===== src/rtl/rs_pkg.sv =====
// Shared definitions for the t=2 RS(GF(2^8)) decoder: field parameters, solver
// state encoding, error-count codes and the GF polynomial reduction helper.
package rs_pkg;

  localparam int unsigned     SYMW    = 8;
  localparam logic [SYMW:0]   GF_POLY = 9'h11D;
  localparam int unsigned     LATENCY = 16;

  typedef enum logic [2:0] {
    S_IDLE,
    S_CAP,
    S_PROD,
    S_DEN,
    S_INV,
    S_SOL,
    S_DONE
  } ks_state_e;

  typedef enum logic [1:0] {
    ERR_NONE = 2'd0,
    ERR_ONE  = 2'd1,
    ERR_TWO  = 2'd2,
    ERR_FAIL = 2'd3
  } err_e;

  // Reduce a carry-less product of two symbols modulo GF_POLY.
  function automatic logic [SYMW-1:0] gf_reduce(input logic [2*SYMW-2:0] v);
    logic [2*SYMW-2:0] r;
    r = v;
    for (int unsigned i = 2*SYMW-2; i >= SYMW; i--) begin
      if (r[i]) r[i -: SYMW+1] = r[i -: SYMW+1] ^ GF_POLY;
    end
    return r[SYMW-1:0];
  endfunction

endpackage


===== src/rtl/Square.sv =====
// Combinational GF(2^8) squarer.
module Square
  import rs_pkg::*;
(
  input  logic [SYMW-1:0] a_i,
  output logic [SYMW-1:0] y_o
);

  logic [2*SYMW-2:0] spread;

  // Squaring is linear over GF(2): bit i of the input lands on bit 2i before reduction.
  always_comb begin
    spread = '0;
    for (int unsigned i = 0; i < SYMW; i++) spread[2*i] = a_i[i];
    y_o = gf_reduce(spread);
  end

endmodule


===== src/rtl/mul.sv =====
// Combinational GF(2^8) multiplier: carry-less product followed by reduction.
module mul
  import rs_pkg::*;
(
  input  logic [SYMW-1:0] a_i,
  input  logic [SYMW-1:0] b_i,
  output logic [SYMW-1:0] p_o
);

  logic [2*SYMW-2:0] prod;

  always_comb begin
    prod = '0;
    for (int unsigned i = 0; i < SYMW; i++) begin
      if (b_i[i]) prod = prod ^ ({{(SYMW-1){1'b0}}, a_i} << i);
    end
    p_o = gf_reduce(prod);
  end

endmodule


===== src/rtl/rs_gfinv.sv =====
// Sequential Fermat inverter (x^254): start latches x, seven steps follow on the
// shared squarer/multiplier, done_o marks the last step; inv_o is valid afterwards.
module rs_gfinv
  import rs_pkg::*;
(
  input  logic            clk,
  input  logic            clr_i,
  input  logic            start_i,
  input  logic [SYMW-1:0] x_i,
  input  logic [SYMW-1:0] sq_y_i,
  input  logic [SYMW-1:0] mul_p_i,
  output logic [SYMW-1:0] sq_a_o,
  output logic [SYMW-1:0] mul_a_o,
  output logic [SYMW-1:0] mul_b_o,
  output logic [SYMW-1:0] inv_o,
  output logic            done_o
);

  logic [2:0]      step_q, step_d;
  logic [SYMW-1:0] x_q, x_d, p_q, p_d, acc_q, acc_d;

  // acc accumulates x^(2+4+...+2^k); a zero input naturally yields a zero result.
  always_comb begin
    x_d     = x_q;
    p_d     = p_q;
    acc_d   = acc_q;
    step_d  = step_q;
    done_o  = 1'b0;
    sq_a_o  = (step_q == 3'd1) ? x_q : p_q;
    mul_a_o = acc_q;
    mul_b_o = sq_y_i;
    if (start_i) begin
      x_d    = x_i;
      step_d = 3'd1;
    end else if (step_q == 3'd1) begin
      p_d    = sq_y_i;
      acc_d  = sq_y_i;
      step_d = 3'd2;
    end else if (step_q != 3'd0) begin
      p_d   = sq_y_i;
      acc_d = mul_p_i;
      if (step_q == 3'd7) begin
        step_d = '0;
        done_o = 1'b1;
      end else begin
        step_d = step_q + 3'd1;
      end
    end
  end

  always_ff @(posedge clk) begin
    if (clr_i) begin
      step_q <= '0;
      x_q    <= '0;
      p_q    <= '0;
      acc_q  <= '0;
    end else begin
      step_q <= step_d;
      x_q    <= x_d;
      p_q    <= p_d;
      acc_q  <= acc_d;
    end
  end

  assign inv_o = acc_q;

endmodule


===== src/rtl/rs_keysolve.sv =====
// t=2 RS key-equation solver (direct Peterson) on one shared multiplier and squarer.
// Define RS_KEYSOLVE_STATS_EN to add saturating corrCnt/failCnt block counters.
module rs_keysolve
  import rs_pkg::*;
(
  input  logic            clk,
  input  logic            reset,
  input  logic            running,
  input  logic            synReady,
  input  logic [SYMW-1:0] s0,
  input  logic [SYMW-1:0] s1,
  input  logic [SYMW-1:0] s2,
  input  logic [SYMW-1:0] s3,
  output logic [SYMW-1:0] lambda1,
  output logic [SYMW-1:0] lambda2,
  output logic [1:0]      errCnt,
  output logic            uncorrectable,
  output logic            keyReady,
  output logic            busy,
`ifdef RS_KEYSOLVE_STATS_EN
  output logic [15:0]     corrCnt,
  output logic [15:0]     failCnt,
`endif
  output logic            overrun
);

  ks_state_e       state_q, state_d;
  logic [1:0]      cnt_q, cnt_d;
  logic            clr;
  logic [SYMW-1:0] s0_q, s1_q, s2_q, s3_q;
  logic [SYMW-1:0] s1s2_q, s0s3_q, s1s3_q, s0s2_q, s1sq_q, s2sq_q, l1_q;
  logic [SYMW-1:0] d, n1, n2, divisor;
  logic [SYMW-1:0] mul_a, mul_b, mul_p, sq_a, sq_y;
  logic [SYMW-1:0] inv_sq_a, inv_mul_a, inv_mul_b, inv;
  logic            inv_done;
  logic [SYMW-1:0] l1_fin, l2_fin, lambda1_q, lambda2_q;
  err_e            err_fin, err_q;
  logic            overrun_q;

  assign clr     = reset | ~running;
  assign d       = s1sq_q ^ s0s2_q;
  assign n1      = s1s2_q ^ s0s3_q;
  assign n2      = s2sq_q ^ s1s3_q;
  assign divisor = (d != '0) ? d : s0_q;

  mul    u_mul (.a_i(mul_a), .b_i(mul_b), .p_o(mul_p));
  Square u_sq  (.a_i(sq_a), .y_o(sq_y));

  rs_gfinv u_inv (
    .clk    (clk),
    .clr_i  (clr),
    .start_i(state_q == S_DEN),
    .x_i    (divisor),
    .sq_y_i (sq_y),
    .mul_p_i(mul_p),
    .sq_a_o (inv_sq_a),
    .mul_a_o(inv_mul_a),
    .mul_b_o(inv_mul_b),
    .inv_o  (inv),
    .done_o (inv_done)
  );

  always_comb begin
    state_d = state_q;
    cnt_d   = cnt_q;
    case (state_q)
      S_IDLE: if (synReady) state_d = S_CAP;
      S_CAP: begin
        state_d = S_PROD;
        cnt_d   = '0;
      end
      S_PROD: begin
        cnt_d = cnt_q + 2'd1;
        if (cnt_q == 2'd3) state_d = S_DEN;
      end
      S_DEN:  state_d = S_INV;
      S_INV:  if (inv_done) state_d = S_SOL;
      S_SOL: begin
        cnt_d = cnt_q + 2'd1;
        if (cnt_q == 2'd1) begin
          state_d = S_DONE;
          cnt_d   = '0;
        end
      end
      S_DONE:  state_d = S_IDLE;
      default: state_d = S_IDLE;
    endcase
  end

  // Shared-operator schedule: products in PROD, inverter steps in INV, L1 then L2 in SOL.
  always_comb begin
    mul_a = '0;
    mul_b = '0;
    sq_a  = '0;
    case (state_q)
      S_PROD: begin
        sq_a = cnt_q[0] ? s2_q : s1_q;
        case (cnt_q)
          2'd0:    begin mul_a = s1_q; mul_b = s2_q; end
          2'd1:    begin mul_a = s0_q; mul_b = s3_q; end
          2'd2:    begin mul_a = s1_q; mul_b = s3_q; end
          default: begin mul_a = s0_q; mul_b = s2_q; end
        endcase
      end
      S_INV: begin
        sq_a  = inv_sq_a;
        mul_a = inv_mul_a;
        mul_b = inv_mul_b;
      end
      S_SOL: begin
        mul_b = inv;
        if (d != '0) mul_a = cnt_q[0] ? n2 : n1;
        else         mul_a = cnt_q[0] ? '0 : s1_q;
      end
      default: ;
    endcase
  end

  // Classification on the second SOL cycle, where mul_p carries L2.
  always_comb begin
    l1_fin  = '0;
    l2_fin  = '0;
    err_fin = ERR_FAIL;
    if ((s0_q | s1_q | s2_q | s3_q) == '0) begin
      err_fin = ERR_NONE;
    end else if (d != '0) begin
      if (mul_p != '0) begin
        err_fin = ERR_TWO;
        l1_fin  = l1_q;
        l2_fin  = mul_p;
      end
    end else if (s0_q != '0 && s2sq_q == s1s3_q) begin
      err_fin = ERR_ONE;
      l1_fin  = l1_q;
    end
  end

  always_ff @(posedge clk) begin
    if (clr) begin
      state_q <= S_IDLE;
      cnt_q   <= '0;
    end else begin
      state_q <= state_d;
      cnt_q   <= cnt_d;
    end
  end

  always_ff @(posedge clk) begin
    if (clr) begin
      lambda1_q <= '0;
      lambda2_q <= '0;
      err_q     <= ERR_NONE;
      overrun_q <= 1'b0;
    end else begin
      overrun_q <= synReady && (state_q != S_IDLE);
      if (state_q == S_IDLE && synReady) begin
        s0_q <= s0;
        s1_q <= s1;
        s2_q <= s2;
        s3_q <= s3;
      end
      if (state_q == S_PROD) begin
        case (cnt_q)
          2'd0:    begin s1s2_q <= mul_p; s1sq_q <= sq_y; end
          2'd1:    begin s0s3_q <= mul_p; s2sq_q <= sq_y; end
          2'd2:    s1s3_q <= mul_p;
          default: s0s2_q <= mul_p;
        endcase
      end
      if (state_q == S_SOL) begin
        if (cnt_q[0]) begin
          lambda1_q <= l1_fin;
          lambda2_q <= l2_fin;
          err_q     <= err_fin;
        end else begin
          l1_q <= mul_p;
        end
      end
    end
  end

`ifdef RS_KEYSOLVE_STATS_EN
  logic [15:0] corr_q, fail_q;

  always_ff @(posedge clk) begin
    if (clr) begin
      corr_q <= '0;
      fail_q <= '0;
    end else if (state_q == S_DONE) begin
      if ((err_q == ERR_ONE || err_q == ERR_TWO) && corr_q != '1) corr_q <= corr_q + 16'd1;
      if (err_q == ERR_FAIL && fail_q != '1) fail_q <= fail_q + 16'd1;
    end
  end

  assign corrCnt = corr_q;
  assign failCnt = fail_q;
`endif

  assign lambda1       = lambda1_q;
  assign lambda2       = lambda2_q;
  assign errCnt        = err_q;
  assign uncorrectable = (err_q == ERR_FAIL);
  assign keyReady      = (state_q == S_DONE);
  assign busy          = (state_q != S_IDLE);
  assign overrun       = overrun_q;

endmodule


===== config.mk =====
export PLATFORM = sky130hd
export DESIGN_NAME = rs_keysolve
export DESIGN_NICKNAME = d
export VERILOG_FILES = /design/src/rtl/rs_pkg.sv /design/src/rtl/Square.sv /design/src/rtl/mul.sv /design/src/rtl/rs_gfinv.sv /design/src/rtl/rs_keysolve.sv
export SDC_FILE = /design/constraint.sdc
export NUM_CORES = 1
export LEC_CHECK = 0
export ABC_AREA = 1
export CAP_MARGIN = 30
export CELL_PAD_IN_SITES_DETAIL_PLACEMENT = 1
export CELL_PAD_IN_SITES_GLOBAL_PLACEMENT = 1
export CORE_MARGIN = 1
export CORE_UTILIZATION = 29
export CTS_CLUSTER_SIZE = 14
export DETAILED_ROUTE_END_ITERATION = 6
export HOLD_SLACK_MARGIN = 0.02
export PLACE_DENSITY = 0.63
export SLEW_MARGIN = 40
export SYNTH_ARGS = -nofsm -noshare
export SYNTH_HDL_FRONTEND = slang
export SYNTH_SLANG_ARGS = --single-unit
export TNS_END_PERCENT = 50

===== constraint.sdc =====
create_clock -name clk -period 3.9 [get_ports clk]
set_input_delay 0.39 -clock clk [delete_from_list [all_inputs] [get_ports clk]]
set_output_delay 0.39 -clock clk [all_outputs]
set_load 0.01 [all_outputs]

== After elaboration in Yosys (flattened, before gate mapping) ==
Cells that the tools add are included.
Word-level totals
  input port bits: 36
  output and inout port bits: 22
  flip-flop bits (word level): 139
  logic and storage cells: 166
Operators by class
  eq/ne operators: 17
  add/subtract/negate cells: 2
  reduce and logical (&&, ||, !) cells: 28
  multiplexer cells: 63
  bitwise gates (word level): 33
Operator list (number)
  2-to-1 mux 8 bit: 20
  2-to-1 mux 15 bit: 7
  2-to-1 mux 5 bit: 14
  NOT 4 bit: 14
  case mux 8 bit (3 select lines): 2
  bitwise OR 8 bit: 3
  nonzero test 8 bit: 3
  XOR 8 bit: 3
  case mux 3 bit (6 select lines): 1
  case mux 8 bit (2 select lines): 1
  2-to-1 mux 3 bit: 5
  AND reduction 3 bit: 5
  XOR 15 x 10 -> 15 bit: 1
  XOR 15 x 11 -> 15 bit: 1
  XOR 15 x 12 -> 15 bit: 1
  XOR 15 x 13 -> 15 bit: 1
  XOR 15 x 14 -> 15 bit: 1
  XOR 15 bit: 1
  XOR 15 x 9 -> 15 bit: 1
  equality test 3 bit, second input constant: 4
  2-to-1 mux 2 bit: 6
  nonzero test 3 bit: 4
  equality test 8 bit: 1
  logical NOT 8 bit: 1
  other kinds (19): 42

== Longest topological paths before layout ==
Gate-level depths: netlist (run 1).
  word-level depth: 51
  depth in mapped cells: 34
  mapped depth without buffers: 32

== Modules after synthesis ==
Synthesis (run 1) repeated with hierarchy kept, for this count alone.
Second synthesis, totals
  cells, all modules: 1047
  area, all modules: 8226.6 sq um
By module, submodules not included
  rs_keysolve: times used 1, cells an instance 541, area each 5180.0 sq um, seq. area each 3123.0 sq um
  rs_gfinv: times used 1, cells an instance 226, area each 1521.5 sq um, seq. area each 540.5 sq um
  mul: times used 1, cells an instance 243, area each 1327.5 sq um, seq. area each 0.0 sq um
  Square: times used 1, cells an instance 37, area each 197.7 sq um, seq. area each 0.0 sq um

== Worst setup path before layout (run 1) ==
Ideal clock, no wire load.
  path type: reg-to-reg
  from: register cnt_q[0]
  to: register lambda1_q[0], in the netlist lambda1[0]
  path slack: 0.082 ns
  stages on the path, launching flop included: 32
  data required time: 3.768 ns
  library setup time: 0.132 ns
  path buffers: 5
  period minus slack after synthesis: 3.818 ns
  data arrival time: 3.686 ns
  cells stage by stage: dfxtp_1 buf_2 inv_1 buf_4 buf_4 buf_2 ha_1 inv_1 clkbuf_1 nand2_1 o211ai_1 nand3_2 nand2_1 clkinv_1 nand3_2 nand2_2 nand2_1 nand2_1 nand2_1 nand2_1 nor2_1 nor2_4 nand2_1 nand2_1 nand2_1 nand2_2 nor2_4 nand3_4 nand2_4 nand2_4 nand2_1 a21oi_2
On the way
  word-level cells in the longest chain between the ends: 38
  elaborated cells on any way between the ends: 62
  those cells by class: eq/ne: 2; mux: 34; bitwise: 21; reduce/logical: 5
RTL lines
  start, declared: line rs_keysolve.sv:28  | logic [1:0] cnt_q, cnt_d;
  start signal, assigned: line rs_keysolve.sv:144  | cnt_q <= cnt_d;
  2-to-1 mux 8 bit: line rs_keysolve.sv:97  | sq_a = cnt_q[0] ? s2_q : s1_q;
  case mux 8 bit (2 select lines): line rs_keysolve.sv:95  | case (state_q)
  NOT 4 bit (no line)
  2-to-1 mux 5 bit: line rs_pkg.sv:31  | if (r[i]) r[i -: SYMW+1] = r[i -: SYMW+1] ^ GF_POLY;
  NOT 4 bit (no line)
  2-to-1 mux 5 bit: line rs_pkg.sv:31
  NOT 4 bit (no line)
  2-to-1 mux 5 bit (2 in series): line rs_pkg.sv:31
  (+22 left out)
  2-to-1 mux 5 bit: line rs_pkg.sv:31
  NOT 4 bit (no line)
  2-to-1 mux 5 bit *: line rs_pkg.sv:31
  net mul_p[5]: line rs_keysolve.sv:33  | logic [SYMW-1:0] mul_a, mul_b, mul_p, sq_a, sq_y;
  nonzero test 8 bit *: line rs_keysolve.sv:127  | if (mul_p != '0) begin
  2-to-1 mux 8 bit *: line rs_keysolve.sv:127
  2-to-1 mux 8 bit *: line rs_keysolve.sv:126  | end else if (d != '0) begin
  2-to-1 mux 8 bit *: line rs_keysolve.sv:124  | if ((s0_q | s1_q | s2_q | s3_q) == '0) begin
  end signal, assigned: line rs_keysolve.sv:172  | lambda1_q <= l1_fin;
  end, declared: line rs_keysolve.sv:36  | logic [SYMW-1:0] l1_fin, l2_fin, lambda1_q, lambda2_q;
The timed path passes the listed nets; every way through them passes the cells marked *.
A chain may end at the register's enable or synchronous reset.

== Worst setup path in the final report (run 1) ==
  from: register cnt_q[1]
  to: register lambda1_q[0], in the netlist lambda1[0]
On the way
  word-level cells in the longest chain between the ends: 32
  elaborated cells on any way between the ends: 42
  those cells by class: eq/ne: 2; mux: 22; bitwise: 14; reduce/logical: 4
RTL lines
  equality test 2 bit, or another cell as far along: line rs_keysolve.sv:98  | case (cnt_q)
  OR reduction 2 bit (no line)
  2-to-1 mux 8 bit: line rs_keysolve.sv:98
  case mux 8 bit (3 select lines): line rs_keysolve.sv:95
  2-to-1 mux 8 bit: line mul.sv:15  | if (b_i[i]) prod = prod ^ ({{(SYMW-1){1'b0}}, a_i} << i);
  XOR 15 x 9 -> 15 bit: line mul.sv:15
  2-to-1 mux 15 bit: line mul.sv:15
  XOR 15 x 10 -> 15 bit: line mul.sv:15
  (+16 left out)
  NOT 4 bit (no line)
  2-to-1 mux 5 bit: line rs_pkg.sv:31
  NOT 4 bit (no line)
  2-to-1 mux 5 bit: line rs_pkg.sv:31
  nonzero test 8 bit *: line rs_keysolve.sv:127
  2-to-1 mux 8 bit *: line rs_keysolve.sv:127
  2-to-1 mux 8 bit *: line rs_keysolve.sv:126
  2-to-1 mux 8 bit *: line rs_keysolve.sv:124
Mark *: on every way between the ends. The rest lies on a longest branch, timed or not.

==> flow_metrics.py, run 1 <==
metrics = {
    "timing": {
        "hold_slack_ns": 0.462,
        "finalWorstPathRequiredPeriod_ns": 3.67,
        "skew_ns": 0.0141,
        "final-setup-viol-count": 0,
        "final-hold-violation-count": 0,
        "report.final.slew_viol_count": 0,
        "achievable-frequency_mhz": 273,
        "worst_pin_slew_ns": 0.590,
        "max-slew-margin-rel": 0.606,
        "setup_tns_ns": 0,
        "layout_worst_path_cycle_share": 0.940,
    },
    "yosys": {
        "postSynthNetCount": 1126,
        "synth_top_area_frac": 0.324,
        "yosys.cell_count.top_type": "nand2_1",
        "synth-edff-count": 88,
        "synth-main-ff-cell": "edfxtp_1",
        "synth.top_cells.by_area": "edfxtp_1 32%, nand2_1 17%, dfxtp_1 13%",
        "syn-instance-count": 1081,
        "synth_warnings": 0,
        "yosysTopAreaCell": "edfxtp_1",
        "yosys.cell_types.count": 38,
        "synth-seq-cells": 139,
        "synth.cell_area_um2": 8160,
        "synth.avg_cell_area_um2": 7.55,
        "ys_seq_area_frac": 0.449,
        "proportion_of_register_bits_with_asynchronous_set_or_reset_after_synthesis": 0,
        "netlist_top_cells_count": "366 x nand2_1, 139 x inv_1, 96 x nand3_1, 88 x edfxtp_1, 65 x a21oi_1",
    },
    "clock_tree": {
        "cts_hold_repair.buffers": 0,
        "cts_inserted_buffers": 17,
        "htreeDepth": 4,
        "clockRootBuffer": "clkbuf_16",
        "cts.clk_slew.worst_paths_ns": 0.06,
        "clk_path_buf_depth": 2,
        "cts_tree": "done",
        "clock_sink_count": 139,
        "worstSkewPairLatency_ns": 0.43,
    },
    "floorplanning": {
        "die_w_um": 170,
        "placementRows": 61,
        "design.die.area_um2": 28800,
        "die_h_um": 170,
        "core_region_area_um2": 27700,
        "design.portCount": 58,
        "initial_utilization": 0.295,
    },
    "setup_path": {
        "critPathArrivalTime_ns": 3.96,
        "worst-path-buf-inv": 4,
        "rrSetupSlack_ns": 0.23,
        "cpLargestDelayFamily": "simple AND/OR/NAND/NOR gates",
        "critical_path_class": "reg -> reg",
        "end_kind": "register",
        "crit_top_cell": "nand2_1",
        "required_time_of_the_critical_path_ns": 4.20,
        "worst_setup_path_start_kind": "register",
        "crit_path_max_fanout": 14,
        "max_stage_delay_ns": 0.38,
        "timing.critical_path.slowest_stage_cell": "dfxtp_2",
    },
    "cells_and_area": {
        "diode_count": 0,
        "layout.filler_cells": 3378,
        "post_route_cells_drive_above_1_share": 0.162,
        "postLayoutCoreUtil": 0.374,
        "stdcell_count": 1593,
        "finish.net_count": 1247,
        "areaGrowthSynthToFinish_pct": 26.9,
    },
    "global_route": {
        "grt_antenna_before_repair": 0,
        "first_pass_grt_wire_length_um": 41400,
        "grt_start_max_net_pins": 34,
        "track_usage": 0.189,
        "grt_pass1_vias": 7406,
        "grt.overflow.total": 0,
    },
    "detailed_routing": {
        "route.detailed.drc": 0,
        "wirelength_um": 26500,
        "via_count": 7446,
        "postRouteAntennaNets": 0,
        "via_per_inst": 4.67,
        "dr.pass1.iters": 5,
        "wl_per_cell_um": 16.6,
        "detail_route.iter0.violations": 459,
    },
    "placement": {
        "post-dp-hpwl_um": 20500,
        "portBuffers": 57,
        "dp_cells": 1546,
        "gp_congestion": 0.917,
    },
    "outcome": {
        "outcome": "completed",
    },
    "power": {
        "total_power_consumption_of_the_routed_design_uw": 3350,
        "power-per-cell-area_nw_per_um2": 323,
        "ir_worst_vdd_uv": 226,
        "total_leakage_power_uw": 0.00454,
    },
    "worst_hold_path": {
        "hold_path.class": "reg -> reg",
    },
    "run": {
        "maxCapViolCount": 0,
    },
}
logic make-up (layout without fill, tap and decap cells):
| kind of cell | count (synthesis) | in the layout | share of synthesized area |
|---|---|---|---|
| flip-flops | 139 | 139 | 0.449 |
| AO/OA/AOI/OAI | 135 | 135 | 0.0884 |
| adder cells (fa/ha/maj) | 9 | 9 | 0.0138 |
| AND/OR/NAND/NOR | 582 | 582 | 0.320 |
| XOR/XNOR | 34 | 34 | 0.0374 |
| buffers and inverters | 182 | 316 | 0.0921 |
layer usage:
| metal | global-route usage | share of wire |
|---|---|---|
| met5 | 0 | 0 |
| met4 | 0.0470 | 0.012 |
| met3 | 0.0247 | 0.034 |
| met2 | 0.311 | 0.47 |
| met1 | 0.262 | 0.49 |
sequential cells by signal, summed over array words and instances (netlist names):
signal and flops:
s0s2_q 8, lambda2 8, s1s2_q 8, s1s3_q 8, s0s3_q 8, overrun 1, cnt_q 2, s2_q 8
s1sq_q 8, s3_q 8, s1_q 8, state_q 3, u_inv.x_q 8, lambda1 8, l1_q 8, u_inv.step_q 3
s2sq_q 8, s0_q 8, u_inv.inv_o 8, errCnt 2, u_inv.p_q 8
area by class of cell:
class,count,area [um^2],share of cell area
Multi-Input combinational cell,760,3880,0.374
Sequential cell,139,3670,0.354
Timing Repair Buffer,131,1190,0.115
Inverter,153,574,0.0554
Tap cell,378,473,0.0457
Clock buffer,17,425,0.0411
Clock inverter,15,151,0.0146
report_power, final:
| part | switching [uW] | internal, uW |
|---|---|---|
| sequential | 10.2 | 1570 |
| combinational | 78.0 | 59.5 |
| clock | 731 | 903 |
| total | 819 | 2530 |
repair_timing:
action | 4_1_cts | 5_1_grt
setup buffers | 0 | 15
pin swaps | 0 | 8
gates cloned | 0 | 0
resized for setup | 1 | 33
endpoints found under the setup margin | 9 | 41
metrics by stage:
step | area (um^2) | setup WS, ns
after floorplan | 8160 | 0.0824
after global placement | 9520 | 0.0659
after detailed placement | 9520 | -0.0248
after CTS | 10100 | 0.0158
after global routing | 10400 | -0.0243
final | 10400 | 0.233
final timing paths:
path	endpoint	cells past startpoint	from
setup / recovery	lambda1[0]$_SDFFE_PN0P_	26	cnt_q[1]$_SDFFE_PN0P_
setup reg to reg	lambda1[0]$_SDFFE_PN0P_	26	cnt_q[1]$_SDFFE_PN0P_
hold / removal	lambda1[4]$_SDFFE_PN0P_	2	lambda1[4]$_SDFFE_PN0P_
hold reg to reg	lambda1[4]$_SDFFE_PN0P_	2	lambda1[4]$_SDFFE_PN0P_
layout by cell type (no fill, tap or decap), drive strengths merged, types with 21 or more instances in the layout:
master	instances
nand2	401
inv	158
nand3	104
edfxtp	88
buf	74
a21oi	68
clkdlybuf4s50	57
o21ai	53
dfxtp	51
nor2	41
xor2	21
tightest hold or removal path, stage by stage, from the launching register on:
cell and delay, ns:
dfxtp_1 0.31, nand2_1 0.06, a21oi_1 0.05
(Power assumes the default switching activity.)
==> inputs of run 2 (changes only) <==
Settings changed: PLACE_DENSITY 0.63 to 0.61.
Clock period 3.9 ns to 3.96 ns, I/O delays scaled along.
==> flow_metrics.py, run 2 (synthesis results as in run 1) <==
metrics = {
    "outcome": {
        "outcome": "completed",
    },
    "timing": {
        "max-slew-margin-rel": 0.439,
        "skew_ns": 0.0111,
        "worst_pin_slew_ns": 0.839,
        "report.final.slew_viol_count": 0,
        "achievable-frequency_mhz": 275,
        "layout_worst_path_cycle_share": 0.917,
        "hold_slack_ns": 0.463,
        "final-hold-violation-count": 0,
        "setup_tns_ns": 0,
        "final-setup-viol-count": 0,
        "finalWorstPathRequiredPeriod_ns": 3.63,
    },
    "clock_tree": {
        "cts_hold_repair.buffers": 0,
        "clk_path_buf_depth": 2,
        "clock_sink_count": 139,
        "worstSkewPairLatency_ns": 0.43,
        "cts.clk_slew.worst_paths_ns": 0.07,
        "clockRootBuffer": "clkbuf_16",
        "cts_tree": "done",
        "cts_inserted_buffers": 17,
        "htreeDepth": 4,
    },
    "setup_path": {
        "critPathArrivalTime_ns": 3.93,
        "rrSetupSlack_ns": 0.33,
        "crit_path_start": "cnt_q[0]$_SDFFE_PN0P_",
        "required_time_of_the_critical_path_ns": 4.26,
        "capturing_instance_or_port_of_the_critical_path": "lambda1[7]$_SDFFE_PN0P_",
        "worst_r2r_endpoint": "lambda1[7]$_SDFFE_PN0P_",
        "max_stage_delay_ns": 0.36,
        "worst_setup_path_start_kind": "register",
        "timing.rr.start": "cnt_q[0]$_SDFFE_PN0P_",
        "end_kind": "register",
        "crit_top_cell": "nand2_1",
        "reg2reg_depth": 27,
        "crit_path_max_fanout": 8,
        "critical_path_class": "reg -> reg",
        "timing.critical_path.slowest_stage_cell": "ha_2",
    },
    "power": {
        "power-per-cell-area_nw_per_um2": 324,
        "total_power_consumption_of_the_routed_design_uw": 3340,
        "total_leakage_power_uw": 0.00451,
        "ir_worst_vdd_uv": 163,
    },
    "cells_and_area": {
        "finish.net_count": 1235,
        "areaGrowthSynthToFinish_pct": 26.3,
        "stdcell_count": 1581,
        "diode_count": 0,
        "final_cell_mix": "360 x nand2_1, 137 x inv_1, 90 x nand3_1",
        "mostFrequentLayoutCell": "nand2_1",
        "post_route_cells_drive_above_1_share": 0.159,
    },
    "floorplanning": {
        "initial_utilization": 0.295,
        "placementRows": 61,
        "core_region_area_um2": 27700,
        "design.portCount": 58,
        "die_h_um": 170,
        "design.die.area_um2": 28800,
        "die_w_um": 170,
    },
    "placement": {
        "gp_congestion": 0.853,
        "dp_cells": 1529,
        "portBuffers": 57,
        "post-dp-hpwl_um": 20300,
    },
    "worst_hold_path": {
        "hold_depth": 2,
        "hold_path.class": "reg -> reg",
    },
    "detailed_routing": {
        "wl_per_cell_um": 17.2,
        "postRouteAntennaNets": 0,
        "via_per_inst": 4.73,
        "dr.pass1.iters": 5,
        "via_count": 7484,
        "route.detailed.drc": 0,
        "wirelength_um": 27200,
        "detail_route.iter0.violations": 471,
    },
    "global_route": {
        "track_usage": 0.192,
        "grt_antenna_before_repair": 0,
        "first_pass_grt_wire_length_um": 42000,
        "grt.overflow.total": 0,
        "grt_start_max_net_pins": 33,
        "grt_pass1_vias": 7483,
    },
    "run": {
        "maxCapViolCount": 0,
    },
}
## run 2: changes by cell type in the layout (fill, tap and decap cells not counted), sizes merged
cell,delta
inv,-4
clkinvlp,+2
buf,-15
bufinv,+1
nand2,+2
clkbuf,+2
## run 2: how the worst min path moves through the flow
stage,start,to,slack (ns)
after floorplan,u_inv.x_q[4]$_SDFFE_PN0P_,u_inv.x_q[4]$_SDFFE_PN0P_,0.45
after global placement,lambda1[3]$_SDFFE_PN0P_,lambda1[3]$_SDFFE_PN0P_,0.45
after detailed placement,lambda2[6]$_SDFFE_PN0P_,lambda2[6]$_SDFFE_PN0P_,0.46
after CTS,lambda2[6]$_SDFFE_PN0P_,lambda2[6]$_SDFFE_PN0P_,0.47
after global routing,lambda2[2]$_SDFFE_PN0P_,lambda2[2]$_SDFFE_PN0P_,0.48
final,lambda2[6]$_SDFFE_PN0P_,lambda2[6]$_SDFFE_PN0P_,0.46
## run 2: timing repair
action                                  CTS  global route
endpoints found under the setup margin    0            30
setup buffers                             0            17
resized for setup                         0            43
## run 2: stage by stage
| step | worst slack [ns] | area [um^2] | utilization |
|---|---|---|---|
| 2_1_floorplan | 0.142 | 8160 | - |
| 5_1_grt | -0.0398 | 10300 | 0.372 |
| 4_1_cts | 0.106 | 9980 | 0.360 |
| 6_report | 0.329 | 10300 | 0.372 |
| 3_5_place_dp | 0.128 | 9380 | 0.338 |
| 3_3_place_gp | 0.166 | 9380 | 0.338 |
## run 2: cell type report
class	instances	area [um^2]
fillers	3376	17400
clock inverters	14	159
inverters	153	578
repair buffers	117	1070
flip-flops and latches	139	3670
well taps	378	473
multi-input cells	762	3920
clock buffers	18	439
## run 2: worst max-delay path: cells and delay by family (launching register included)
| kind | cells | cell delay, ns |
|---|---|---|
| buf+inv | 4 | 0.49 |
| flops | 1 | 0.35 |
| compound gates | 3 | 0.30 |
| simple gates | 19 | 1.98 |
| fa+ha+maj | 1 | 0.36 |
## run 2: power by group
part / leakage [uW] / switching (uW) / total, uW / internal, uW
sequential: 0.00115 / 9.79 / 1550 / 1540
combinational: 0.00307 / 78.6 / 136 / 57.6
clock: 0.000292 / 692 / 1650 / 959
## run 2: metal layers
layer	wire [um]	part of all wire	global-route usage	vias to the layer above
met1	13300	0.49	0.265	3596
li1	-	-	-	3712
met3	928	0.034	0.0268	22
met4	323	0.012	0.0458	0
met2	12600	0.47	0.316	154
met5	0	0	0	-
